$ cat src/rtl/wb_port_arbiter_pkg.sv
// Shared types for the register-file write-port arbiter: write item layout,
// grant source encoding and a helper that decides whether an item really writes.
package wb_port_arbiter_pkg;

    localparam int REG_ADDR_W = 5;
    localparam int XLEN       = 32;

    typedef struct packed {
        logic                  killed;
        logic [REG_ADDR_W-1:0] rd;
        logic [XLEN-1:0]       data;
    } wb_item_t;

    typedef enum logic [1:0] {
        GNT_NONE = 2'd0,
        GNT_PIPE = 2'd1,
        GNT_MDU  = 2'd2
    } gnt_src_e;

    // x0 is hardwired to zero and killed items were superseded by a younger write
    function automatic logic item_writes(input wb_item_t item);
        return (item.rd != 5'd0) && !item.killed;
    endfunction

endpackage

$ cat src/rtl/wb_result_fifo.sv
// Circular buffer of MDU results with a parallel WAW kill port that marks every
// entry (including one being pushed this cycle) whose rd matches kill_rd.
module wb_result_fifo
    import wb_port_arbiter_pkg::*;
#(
    parameter int DEPTH = 2
) (
    input  logic                  clock,
    input  logic                  reset_n,
    input  logic                  push,
    input  wb_item_t              push_item,
    input  logic                  pop,
    input  logic                  kill_en,
    input  logic [REG_ADDR_W-1:0] kill_rd,
    output wb_item_t              head,
    output logic [$clog2(DEPTH):0] count
);

    localparam int PW = $clog2(DEPTH);

    wb_item_t        mem_r [DEPTH];
    logic [PW-1:0]   wr_ptr_r;
    logic [PW-1:0]   rd_ptr_r;
    logic [PW:0]     count_r;
    logic            push_kill_s;

    assign push_kill_s = kill_en && (push_item.rd == kill_rd);

    // Storage, pointers and occupancy; kill marks are applied before the push write
    always_ff @(posedge clock or negedge reset_n) begin
        if (!reset_n) begin
            for (int i = 0; i < DEPTH; i++) begin
                mem_r[i] <= '0;
            end
            wr_ptr_r <= '0;
            rd_ptr_r <= '0;
            count_r  <= '0;
        end else begin
            for (int i = 0; i < DEPTH; i++) begin
                if (kill_en && (mem_r[i].rd == kill_rd)) begin
                    mem_r[i].killed <= 1'b1;
                end
            end
            if (push) begin
                mem_r[wr_ptr_r]        <= push_item;
                mem_r[wr_ptr_r].killed <= push_item.killed | push_kill_s;
                wr_ptr_r               <= wr_ptr_r + PW'(1);
            end
            if (pop) begin
                rd_ptr_r <= rd_ptr_r + PW'(1);
            end
            case ({push, pop})
                2'b10:   count_r <= count_r + (PW+1)'(1);
                2'b01:   count_r <= count_r - (PW+1)'(1);
                default: count_r <= count_r;
            endcase
        end
    end

    assign head  = mem_r[rd_ptr_r];
    assign count = count_r;

endmodule

$ cat src/rtl/wb_port_arbiter.sv
// Arbitrates the single register-file write port between the WB stage and the
// buffered MDU results, with a starvation guard that stalls the pipeline.
module wb_port_arbiter
    import wb_port_arbiter_pkg::*;
#(
    parameter int DEPTH        = 2,
    parameter int STARVE_LIMIT = 4
) (
    input  logic                  clock,
    input  logic                  reset_n,
    input  logic                  pipe_valid,
    input  logic [REG_ADDR_W-1:0] pipe_rd,
    input  logic [XLEN-1:0]       pipe_data,
    output logic                  pipe_stall,
    input  logic                  mdu_valid,
    output logic                  mdu_ready,
    input  logic [REG_ADDR_W-1:0] mdu_rd,
    input  logic [XLEN-1:0]       mdu_data,
    output logic                  mdu_pending,
    output logic                  rf_we,
    output logic [REG_ADDR_W-1:0] rf_rd,
    output logic [XLEN-1:0]       rf_wdata
);

    localparam int PW = $clog2(DEPTH);
    localparam int SW = $clog2(STARVE_LIMIT + 1);
    localparam logic [PW:0]   FULL_C  = (PW+1)'(DEPTH);
    localparam logic [SW-1:0] LIMIT_C = SW'(STARVE_LIMIT);

    logic [PW:0]   count_s;
    wb_item_t      head_s;
    wb_item_t      push_item_s;
    wb_item_t      win_item_s;
    gnt_src_e      gnt_s;
    logic          pending_s;
    logic          force_s;
    logic          push_s;
    logic          pop_s;
    logic          kill_en_s;
    logic [SW-1:0] starve_cnt_r;

    assign pending_s   = (count_s != '0);
    assign mdu_ready   = (count_s != FULL_C);
    assign mdu_pending = pending_s;
    assign force_s     = pending_s && (starve_cnt_r == LIMIT_C);
    assign pipe_stall  = pipe_valid && force_s;

    assign push_s      = mdu_valid && mdu_ready;
    assign pop_s       = (gnt_s == GNT_MDU);
    assign kill_en_s   = (gnt_s == GNT_PIPE) && (pipe_rd != 5'd0);
    assign push_item_s = '{killed: 1'b0, rd: mdu_rd, data: mdu_data};

    // Pipeline priority unless the FIFO head has been starved long enough
    always_comb begin
        gnt_s = GNT_NONE;
        if (pipe_valid && !force_s) begin
            gnt_s = GNT_PIPE;
        end else if (pending_s) begin
            gnt_s = GNT_MDU;
        end else begin
            gnt_s = GNT_NONE;
        end
    end

    // Select the winning item for the write-port registers
    always_comb begin
        win_item_s = '0;
        case (gnt_s)
            GNT_PIPE: win_item_s = '{killed: 1'b0, rd: pipe_rd, data: pipe_data};
            GNT_MDU:  win_item_s = head_s;
            default:  win_item_s = '0;
        endcase
    end

    wb_result_fifo #(.DEPTH(DEPTH)) u_fifo (
        .clock     (clock),
        .reset_n   (reset_n),
        .push      (push_s),
        .push_item (push_item_s),
        .pop       (pop_s),
        .kill_en   (kill_en_s),
        .kill_rd   (pipe_rd),
        .head      (head_s),
        .count     (count_s)
    );

    // Count consecutive losses of a non-empty FIFO head, saturating at the limit
    always_ff @(posedge clock or negedge reset_n) begin
        if (!reset_n) begin
            starve_cnt_r <= '0;
        end else if (!pending_s || (gnt_s == GNT_MDU)) begin
            starve_cnt_r <= '0;
        end else if ((gnt_s == GNT_PIPE) && (starve_cnt_r != LIMIT_C)) begin
            starve_cnt_r <= starve_cnt_r + SW'(1);
        end else begin
            starve_cnt_r <= starve_cnt_r;
        end
    end

    // Registered write port; address/data hold when nothing is granted
    always_ff @(posedge clock or negedge reset_n) begin
        if (!reset_n) begin
            rf_we    <= 1'b0;
            rf_rd    <= '0;
            rf_wdata <= '0;
        end else if (gnt_s != GNT_NONE) begin
            rf_we    <= item_writes(win_item_s);
            rf_rd    <= win_item_s.rd;
            rf_wdata <= win_item_s.data;
        end else begin
            rf_we    <= 1'b0;
            rf_rd    <= rf_rd;
            rf_wdata <= rf_wdata;
        end
    end

endmodule

$ cat config.mk
export PLATFORM = sky130hd
export DESIGN_NAME = wb_port_arbiter
export DESIGN_NICKNAME = d
export VERILOG_FILES = /design/src/rtl/wb_port_arbiter_pkg.sv /design/src/rtl/wb_result_fifo.sv /design/src/rtl/wb_port_arbiter.sv
export SDC_FILE = /design/constraint.sdc
export NUM_CORES = 1
export LEC_CHECK = 0
export CAP_MARGIN = 10
export CORE_ASPECT_RATIO = 1.25
export CORE_MARGIN = 2
export CORE_UTILIZATION = 51
export CTS_CLUSTER_DIAMETER = 150
export CTS_CLUSTER_SIZE = 14
export DETAILED_ROUTE_END_ITERATION = 7
export PLACE_DENSITY = 0.79
export SLEW_MARGIN = 20
export SYNTH_ARGS = -nofsm -noshare
export SYNTH_HDL_FRONTEND = slang
export SYNTH_SLANG_ARGS = --single-unit
$ cat constraint.sdc
create_clock -name clock -period 2.7 [get_ports clock]
set_clock_uncertainty 0.05 [all_clocks]
set_input_delay 0.54 -clock clock [delete_from_list [all_inputs] [get_ports clock]]
set_output_delay 0.54 -clock clock [all_outputs]
set_load 0.02 [all_outputs]
==> reports/metrics.csv, run 1 <==
metric,value,unit
cell taking the most area after synthesis,dfrtp_1,
slowest CP cell,clkdlybuf4s50_1,
Synth top area share,54.5,%
synthesized flop and latch total,121,
Final Slew Violations,0,
fin cells,703,
Initial Utilization,52.3,%
die width,97.3,um
TritonCTS clock tree,yes,
design area,0.00747,mm2
Synth cell types,34,
DP Area,0.00691,mm2
WP buf/inv,2,
global route overflow,0,
ant diodes,0,
status,"complete, no violations",
setup_tns,0,ns
Hold/Removal Path Class,input pin to async pin,
Rel. slew slack,45.3,%
Post-Syn Instances,434,
unrepaired setup endpoints after global routing,false,
Ys Warns,0,
antenna violations before repair,1,
critical path endpoint category,output port,
most common cell in the synthesized netlist,dfrtp_1,
Layout area overhead,34.5,%
Rows,42,
"Arr. time, crit path",1.86,ns
Worst Tran Pin Value,0.821,ns
"Cell Area, Synth",0.00555,mm2
IO buf count,118,
synthesized area per cell,12.8,um2
wire per inst,18.0,um
Crit Path Class,register to output port,
Die Ht,121,um
via count,3962,
core area,0.0106,mm2
drt total wl,12700,um
Max-Cap Viols,0,
"CTS clk-pin slew, worst paths",0.05,ns
clk buf depth,2,
Max H-tree Level,4,
average vias per placed instance,5.64,
total power per unit cell area,1220,mW/mm2
fin nets,641,
Post-CTS Repair Setup Buffers,0,
syn_nets,515,
Worst setup SP type,register,
IO Pins,119,
Routed Antenna Nets,0,
Post-synth ARST share,100,%
Worst VDD drop,586,uV
DR iter-0 viols,129,
"top cells by count, synth","dfrtp_1 (121), mux2_2 (107), nor2_1 (68)",
clk_lat worst skew,0.40,ns
"Seq/Total Area, Yosys",54.5,%
Post-route DRC,0,
Layout Utilization,70.4,%
Placed Cells,673,
Post-synth top flop,dfrtp_1,
max incr delay on CP,0.57,ns
Die ar.,0.0117,mm2
first-pass GRT wire length,20900,um
Post-synth EDFFs,0,
crit-path max FO,5,
Static Leak,3.20,nW
Tcrit/Tclk final,90.6,%
fmax,409,MHz
post-DP HPWL,8600,um
Synth area leaders,"dfrtp_1 (55%), mux2_2 (22%), a221oi_1 (5.0%)",
endpoints failing hold,0,
TritonRoute pass-1 iters,4,
Worst EP required,2.11,ns
largest net degree at the start of global routing,64,
cts bufs inserted,17,
RePlAce Congestion,0.835,
"Cell Chain, Critical Path",nor2_1 > inv_1 > clkdlybuf4s50_1,
vias in the first global route,4180,
CTS sink cnt,121,
share of cells above drive strength 1,28.9,%
Finish-stage setup viols,0,
"CP delay by family, top",buffers and inverters,
crit path time final,2.45,ns
root buffer cell,clkbuf_16,
Tot GR Track Use,22.6,%
layer usage:
metal | up-vias | share of wire, % | track usage, %
met5 | - | 0.13 | 0
met4 | 2 | 2.5 | 9.90
met3 | 30 | 5.0 | 5.09
met2 | 123 | 52 | 39.1
met1 | 1984 | 41 | 27.2
li1 | 1823 | - | -
layout make-up:
cell class                      instances  area [um2]
Clock buffer                           21         460
Clock inverter                          9         100
Fill cell                             754        3150
Inverter                                5        18.8
Multi-Input combinational cell        277        2340
Sequential cell                       121        3030
Tap cell                              132         165
Timing Repair Buffer                  138        1360
worst paths after layout:
path,startpoint,end,slack (ns),depth (start not counted)
setup / recovery,u_fifo.count[0],mdu_pending,0.25,3
hold / removal,reset_n,async pin,0.16,1
setup reg to reg,starve_cnt_r[0],rf_we,0.82,7
hold reg to reg,rf_rd[0],rf_rd[0],0.45,2
max in group asynchronous,reset_n,async pin,1.66,2
min in group clock,rf_rd[0],rf_rd[0],0.45,2
cell families (layout without fill, tap and decap cells):
family	after synthesis	in the layout	synth area share, %
fa+ha+maj	3	3	0.676
simple gates	87	87	6.53
xor+xnor	21	21	3.31
buf+inv	36	173	3.92
flops	121	121	54.5
compound gates	52	52	8.07
mux	114	114	23.0
per-stage QoR:
stage / power [mW] / hold WS, ns / setup slack (ns)
after floorplan: 5.71 / 0.194 / 0.795
after global routing: 9.65 / 0.247 / 0.170
after detailed placement: 7.01 / 0.427 / 0.0851
after global placement: 6.88 / 0.402 / 0.0906
final: 9.13 / 0.163 / 0.254
after CTS: 9.20 / 0.209 / 0.0348
report_power, final:
part	leakage (nW)	switching [mW]	internal [mW]	total, mW
sequential	1.44	0.559	2.74	3.30
clock	0.274	0.757	1.39	2.14
combinational	1.48	1.65	2.04	3.69
cell usage in the layout (no fill, tap or decap), types with 4 or more instances in the layout:
cell type	count
a211oi_1	6
a221oi_1	32
buf_4	19
clkbuf_16	17
clkdlybuf4s50_1	116
clkinv_2	5
dfrtp_1	120
inv_1	5
mux2_2	107
mux2i_1	7
nand2_1	4
nor2_1	66
nor3_1	7
xnor2_1	10
xor2_1	11
what timing repair did:
action | CTS | global route
setup endpoints to repair | 0 | 1
gates resized for setup | 0 | 1
hold buffers | 0 | 0
No activity file was read; power rests on OpenSTA's default activity.
==> run 2: changes to the inputs <==
--- a/config.mk
+++ b/config.mk
@@ -5,6 +5,7 @@
 export SDC_FILE = /design/constraint.sdc
 export NUM_CORES = 1
 export LEC_CHECK = 0
+export ABC_AREA = 1
 export CAP_MARGIN = 10
 export CORE_ASPECT_RATIO = 1.25
 export CORE_MARGIN = 2
==> run 2 against run 1 <==
Against the previous run: highest routed layer is now met4; routed wire length is 6.5% higher; sequential power fell by 5%; first-iteration DRC count increased by 84%; die area grew 0.45%; critical path depth unchanged; critical endpoint unchanged.
==> reports/metrics.csv, run 2 <==
metric,value,unit
RePlAce Congestion,0.930,
first-pass GRT wire length,23000,um
Layout area overhead,34.5,%
IO buf count,118,
worst hold margin,0.0105,ns
Synth Area in XOR/XNOR,2.83,%
worst r2r src,starve_cnt_r[0],
Post-Syn Instances,701,
Post-route DRC,0,
root buffer cell,clkbuf_16,
"Arr. time, crit path",1.72,ns
"commonest non-fill, non-tap cell in the layout",nand2_1,
Static Leak,3.77,nW
"CTS clk-pin slew, worst paths",0.05,ns
"CP delay by family, top",buffers and inverters,
core area,0.0106,mm2
crit-path max FO,5,
vias in the first global route,4987,
Die ar.,0.0118,mm2
clk buf depth,2,
Post-synth EDFFs,0,
post-DP HPWL,8810,um
Rel. slew slack,48.5,%
fmax,433,MHz
antenna violations before repair,0,
Worst Tran Pin Value,0.773,ns
Final WS setup,0.392,ns
global route overflow,0,
Worst VDD drop,621,uV
Post-Synth Simple-Gate Area,27.1,%
fin nets,894,
combinational fraction of design power,36.2,%
total power per unit cell area,1170,mW/mm2
CTS sink cnt,121,
Post-Synth Adder-Cell Area,0.673,%
cts bufs inserted,17,
endpoints failing hold,0,
sw frac,35.9,%
Clock Power Share,28.2,%
synthesized area per cell,7.96,um2
Tot GR Track Use,24.2,%
die width,97.6,um
status,"complete, no violations",
Post-synth ARST share,100,%
Synth cell types,25,
Synth top area share,54.3,%
Post-synth top flop,dfrtp_1,
crit path time final,2.31,ns
CP Depth,3,
R2R Path End,starve_cnt_r[1],
Crit Path Class,register to output port,
share of cells above drive strength 1,6.66,%
post-synthesis compound-gate area fraction,7.33,%
Synth area leaders,"dfrtp_1 (54%), nand2_1 (21%), o21ai_0 (4.3%)",
Post-CTS Repair Setup Buffers,0,
Die Ht,121,um
Rows,42,
"Cell Area, Synth",0.00558,mm2
critical path endpoint category,output port,
internal power,5.61,mW
Post-CTS Hold Fix Bufs,0,
Hold/Removal Path Class,input pin to async pin,
clk_lat worst skew,0.41,ns
syn_nets,782,
"Cell Chain, Critical Path",inv_2 > nand2_1 > clkdlybuf4s50_1,
Routed Antenna Nets,0,
cells on worst reg2reg path,10,
R2R setup slack,0.70,ns
most common cell in the synthesized netlist,nand2_1,
via count,4894,
Max H-tree Level,4,
setup_tns,0,ns
Worst setup SP type,register,
max incr delay on CP,0.64,ns
Initial Utilization,52.6,%
most frequent cells in the layout,"nand2_1 (318), dfrtp_1 (121), clkdlybuf4s50_1 (116)",
IO Pins,119,
slowest CP cell,clkdlybuf4s50_1,
Worst EP required,2.11,ns
wire per inst,14.1,um
cell taking the most area after synthesis,dfrtp_1,
average vias per placed instance,5.11,
ant diodes,0,
drt total wl,13500,um
Net Switching,3.15,mW
sequential group share of total power,35.6,%
WP buf/inv,2,
unrepaired setup endpoints after global routing,false,
Worst Setup SP,u_fifo.count[0],
Ys Warns,0,
TritonRoute pass-1 iters,6,
TritonCTS clock tree,yes,
Tcrit/Tclk final,85.5,%
fraction of synthesized area in multiplexers,0,%
Max-Cap Viols,0,
"top cells by count, synth","nand2_1 (319), dfrtp_1 (121), inv_1 (56)",
largest family of logic cells by synthesized area,simple AND/OR/NAND/NOR gates,
"Seq/Total Area, Yosys",54.3,%
end point of the critical path,mdu_pending,
largest net degree at the start of global routing,78,
synthesized flop and latch total,121,
Final Slew Violations,0,
Finish-stage setup viols,0,
DR iter-0 viols,238,
DP Worst Slack,0.355,ns
-- run 2: layout make-up --
| class | instances | area (um2) |
|---|---|---|
| Fill cell | 834 | 3110 |
| Timing Repair Buffer | 132 | 1310 |
| Inverter | 58 | 218 |
| Multi-Input combinational cell | 483 | 2130 |
| Tap cell | 132 | 165 |
| Clock buffer | 20 | 457 |
| Sequential cell | 121 | 3030 |
| Clock inverter | 12 | 196 |
-- run 2: power groups by stage --
stage / clock [mW] / sequential, mW / combinational, mW
5_1_grt: 2.58 / 3.22 / 3.56
3_3_place_gp: 0 / 3.08 / 3.06
6_report: 2.47 / 3.12 / 3.17
4_1_cts: 2.49 / 3.12 / 3.20
3_5_place_dp: 0 / 3.13 / 3.15
2_1_floorplan: 0 / 3.33 / 1.80
-- run 2: what timing repair did --
item                                    4_1_cts  5_1_grt
gates resized for setup                       0        1
endpoints found under the setup margin        0        1
endpoints found under the hold margin         0        0
-- run 2: how the worst min path moves through the flow --
stage | start | endpoint | slack [ns] | depth (start not counted)
4_1_cts | reset_n | rf_wdata[26] | 0.01 | 1
5_1_grt | reset_n | rf_wdata[26] | 0.03 | 1
3_3_place_gp | starve_cnt_r[0] | starve_cnt_r[0] | 0.39 | 1
6_report | reset_n | async pin | 0.01 | 1
2_1_floorplan | reset_n | async pin | 0.19 | 0
3_5_place_dp | starve_cnt_r[0] | starve_cnt_r[0] | 0.40 | 1
-- run 2: through the flow --
step / utilization (%) / cell area (um2) / total power [mW] / std cells
finish: 70.7 / 7500 / 8.76 / 958
global route: 70.7 / 7500 / 9.36 / 958
global placement: 64.5 / 6850 / 6.14 / 926
detailed placement: 64.5 / 6850 / 6.28 / 926
CTS: 70.7 / 7500 / 8.81 / 958
floorplan: - / 5580 / 5.13 / 701
-- run 2: worst reg2reg max path: cells and delay by family (launching register included) --
kind	cells	cell delay (ns)
flip-flops	1	0.36
buffers and inverters	4	0.66
adder cells (fa/ha/maj)	1	0.18
AND/OR/NAND/NOR	5	0.69
-- run 2: routing by layer --
layer  vias up  wire length (um)  global-route usage (%)
li1       2387                 -                       -
met1      2339              5620                    29.6
met2       148              6960                    41.6
met3        20               682                    5.18
met4         0               226                    10.6
met5         -                 0                       0
-- run 2: cell families after synthesis --
family	Yosys count
simple gates	381
flops	121
buf+inv	97
compound gates	81
xor+xnor	18
fa+ha+maj	3
==> run 3: changes to the inputs <==
--- a/config.mk
+++ b/config.mk
@@ -9,12 +9,14 @@
 export CAP_MARGIN = 10
 export CORE_ASPECT_RATIO = 1.25
 export CORE_MARGIN = 2
-export CORE_UTILIZATION = 51
+export CORE_UTILIZATION = 52
 export CTS_CLUSTER_DIAMETER = 150
 export CTS_CLUSTER_SIZE = 14
 export DETAILED_ROUTE_END_ITERATION = 7
-export PLACE_DENSITY = 0.79
+export PLACE_DENSITY = 0.8
+export SKIP_LAST_GASP = 1
 export SLEW_MARGIN = 20
 export SYNTH_ARGS = -nofsm -noshare
 export SYNTH_HDL_FRONTEND = slang
+export SYNTH_HIERARCHICAL = 1
 export SYNTH_SLANG_ARGS = --single-unit
==> run 3 against run 2 <==
Against the previous run: critical path depth grew 4; clock power about the same; global-route usage increased by 0.13 points; final area rose by 2.5%; routed wire length is 4.0% higher; combinational power is 6.6% higher; sequential power is 1% higher; register-to-register slack better by 0.09 ns; synthesized cell count rose by 2.3%; first-iteration DRC count grew 24%; critical path type unchanged; largest power group unchanged.
==> reports/metrics.csv, run 3 <==
metric,value,unit
Static Leak,3.75,nW
Initial Utilization,53.0,%
global route overflow,0,
total power,9.02,mW
largest net degree at the start of global routing,85,
Final Slew Violations,0,
wire per inst,14.3,um
Post-synth ARST share,100,%
Synth cell types,27,
worst hold margin,0.0528,ns
"CP delay by family, top",flip-flops,
core area,0.0110,mm2
Synth top area share,51.8,%
Hold/Removal Path Class,input pin to async pin,
sequential group share of total power,35.1,%
IO buf count,118,
Layout Utilization,69.7,%
Synth area leaders,"dfrtp_1 (52%), nand2_1 (21%), o21ai_2 (4.6%)",
cts bufs inserted,17,
status,"complete, no violations",
TritonRoute pass-1 iters,5,
crit-path most repeated cell,inv_1,
design area,0.00769,mm2
post-DP HPWL,9230,um
Die ar.,0.0121,mm2
max incr delay on CP,0.40,ns
ant diodes,0,
unrepaired setup endpoints after global routing,false,
vias in the first global route,5070,
Rel. slew slack,49.6,%
"CTS clk-pin slew, worst paths",0.05,ns
die width,98.8,um
clk buf depth,2,
Post-CTS Repair Setup Buffers,0,
crit path time final,2.26,ns
via count,5075,
total power per unit cell area,1170,mW/mm2
internal power,5.76,mW
most common cell in the synthesized netlist,nand2_1,
Net Switching,3.26,mW
DP Area,0.00704,mm2
crit-path max FO,6,
DP Worst Slack,0.336,ns
Die Ht,123,um
Post-synth top flop,dfrtp_1,
Post-synth EDFFs,0,
Tcrit/Tclk final,83.5,%
Routed Antenna Nets,0,
synthesized flop and latch total,121,
endpoints failing hold,0,
critical path endpoint category,output port,
fmax,443,MHz
"Seq/Total Area, Yosys",51.8,%
Placed Cells,949,
clk_lat worst skew,0.41,ns
IO Pins,119,
fin cells,981,
Finish-stage setup viols,0,
routed length on met2,7390,um
"Arr. time, crit path",1.67,ns
"top cells by count, synth","nand2_1 (320), dfrtp_1 (121), inv_1 (58)",
RePlAce Congestion,0.896,
fin nets,914,
CTS sink cnt,121,
"Cell Chain, Critical Path",inv_1 > ha_1 > nand2_1 > inv_1 > nand2_2 > nor2_1 > dlymetal6s2s_1,
synthesized area per cell,8.15,um2
Clock Power Share,27.4,%
sw frac,36.2,%
Worst setup SP type,register,
Ys Warns,6,
Post-CTS Hold Fix Bufs,0,
root buffer cell,clkbuf_16,
average vias per placed instance,5.17,
cell taking the most area after synthesis,dfrtp_1,
slowest CP cell,dfrtp_1,
Worst EP required,2.11,ns
top sig layer,met4,
Post-Syn Instances,717,
"commonest non-fill, non-tap cell in the layout",nand2_1,
"Cell Area, Synth",0.00584,mm2
Tot GR Track Use,24.4,%
detailed route wirelength on metal3,676,um
antenna violations before repair,0,
Crit Path Class,register to output port,
most frequent cells in the layout,"nand2_1 (320), dfrtp_1 (120), clkdlybuf4s50_1 (116)",
DR iter-0 viols,296,
Metal-1 WL,5680,um
Worst Tran Pin Value,0.755,ns
Rows,43,
syn_nets,798,
Max H-tree Level,4,
Final WS setup,0.445,ns
drt total wl,14000,um
Worst VDD drop,584,uV
WP buf/inv,3,
Max-Cap Viols,0,
share of cells above drive strength 1,10.5,%
combinational fraction of design power,37.5,%
setup_tns,0,ns
Post-route DRC,0,
first-pass GRT wire length,23400,um
Layout area overhead,31.6,%
TritonCTS clock tree,yes,
## run 3: cell count changes in the layout (fill, tap and decap cells not counted), moves of 3 or more
cell / delta
buf_4: -3
clkbuf_1: +3
clkinvlp_4: -3
inv_2: +5
nor2_1: +11
o21ai_1: -25
o21ai_2: +31
xnor2_1: -13
## run 3: layout make-up
type | count | area, um2
timing repair buffer | 131 | 1330
clock buffer | 24 | 482
tap | 135 | 169
clock inverter | 8 | 165
multi-input combinational | 498 | 2280
inverter | 64 | 240
sequential | 121 | 3030
fill | 865 | 3340
## run 3: what timing repair did
action | CTS | global route
gates resized for setup | 0 | 1
endpoints found under the hold margin | 0 | 0
setup endpoints to repair | 0 | 1
## run 3: final timing paths
check,from,endpoint,slack (ns),cells past startpoint
setup / recovery,starve_cnt_r[0],pipe_stall,0.44,7
setup reg to reg,starve_cnt_r[0],u_fifo/mem_r[75],0.79,13
min in group clock,register,register,0.43,2
max in group asynchronous,reset_n,u_fifo/rd_ptr_r,1.73,2
hold reg to reg,register,register,0.43,2
hold / removal,reset_n,rf_wdata[29],0.05,1
## run 3: kinds of logic after synthesis
| family | count (synthesis) | share of synthesized area [%] |
|---|---|---|
| xor+xnor | 7 | 1.05 |
| flops | 121 | 51.8 |
| mux | 1 | 0.193 |
| fa+ha+maj | 3 | 0.642 |
| other cells | 1 | 0.0642 |
| compound gates | 90 | 9.93 |
| simple gates | 396 | 27.1 |
| buf+inv | 98 | 9.23 |
## run 3: worst register-to-register path, cell delays in order (launching register included)
cell and delay [ns]:
dfrtp_1 0.37, inv_1 0.06, ha_1 0.19, nand2_1 0.13, inv_1 0.07, nand2_2 0.14
nand2_4 0.08, a21oi_1 0.21, o21ai_0 0.12, nor2_1 0.15, nand3_1 0.10, nand2_1 0.08
nand2_1 0.06, inv_1 0.05
## run 3: routing by layer
layer	global-route usage, %	vias up
met2	44.4	160
met3	5.64	28
met1	27.9	2428
li1	-	2459
met5	0	-
met4	8.90	0
## run 3: power by group through the flow
stage               registers, mW  clock network, mW  logic [mW]
finish                       3.16               2.47        3.38
CTS                          3.16               2.51        3.40
detailed placement           3.17                  0        3.34
global placement             3.13                  0        3.23
floorplan                    3.29                  0        2.11
global route                 3.25               2.60        3.75
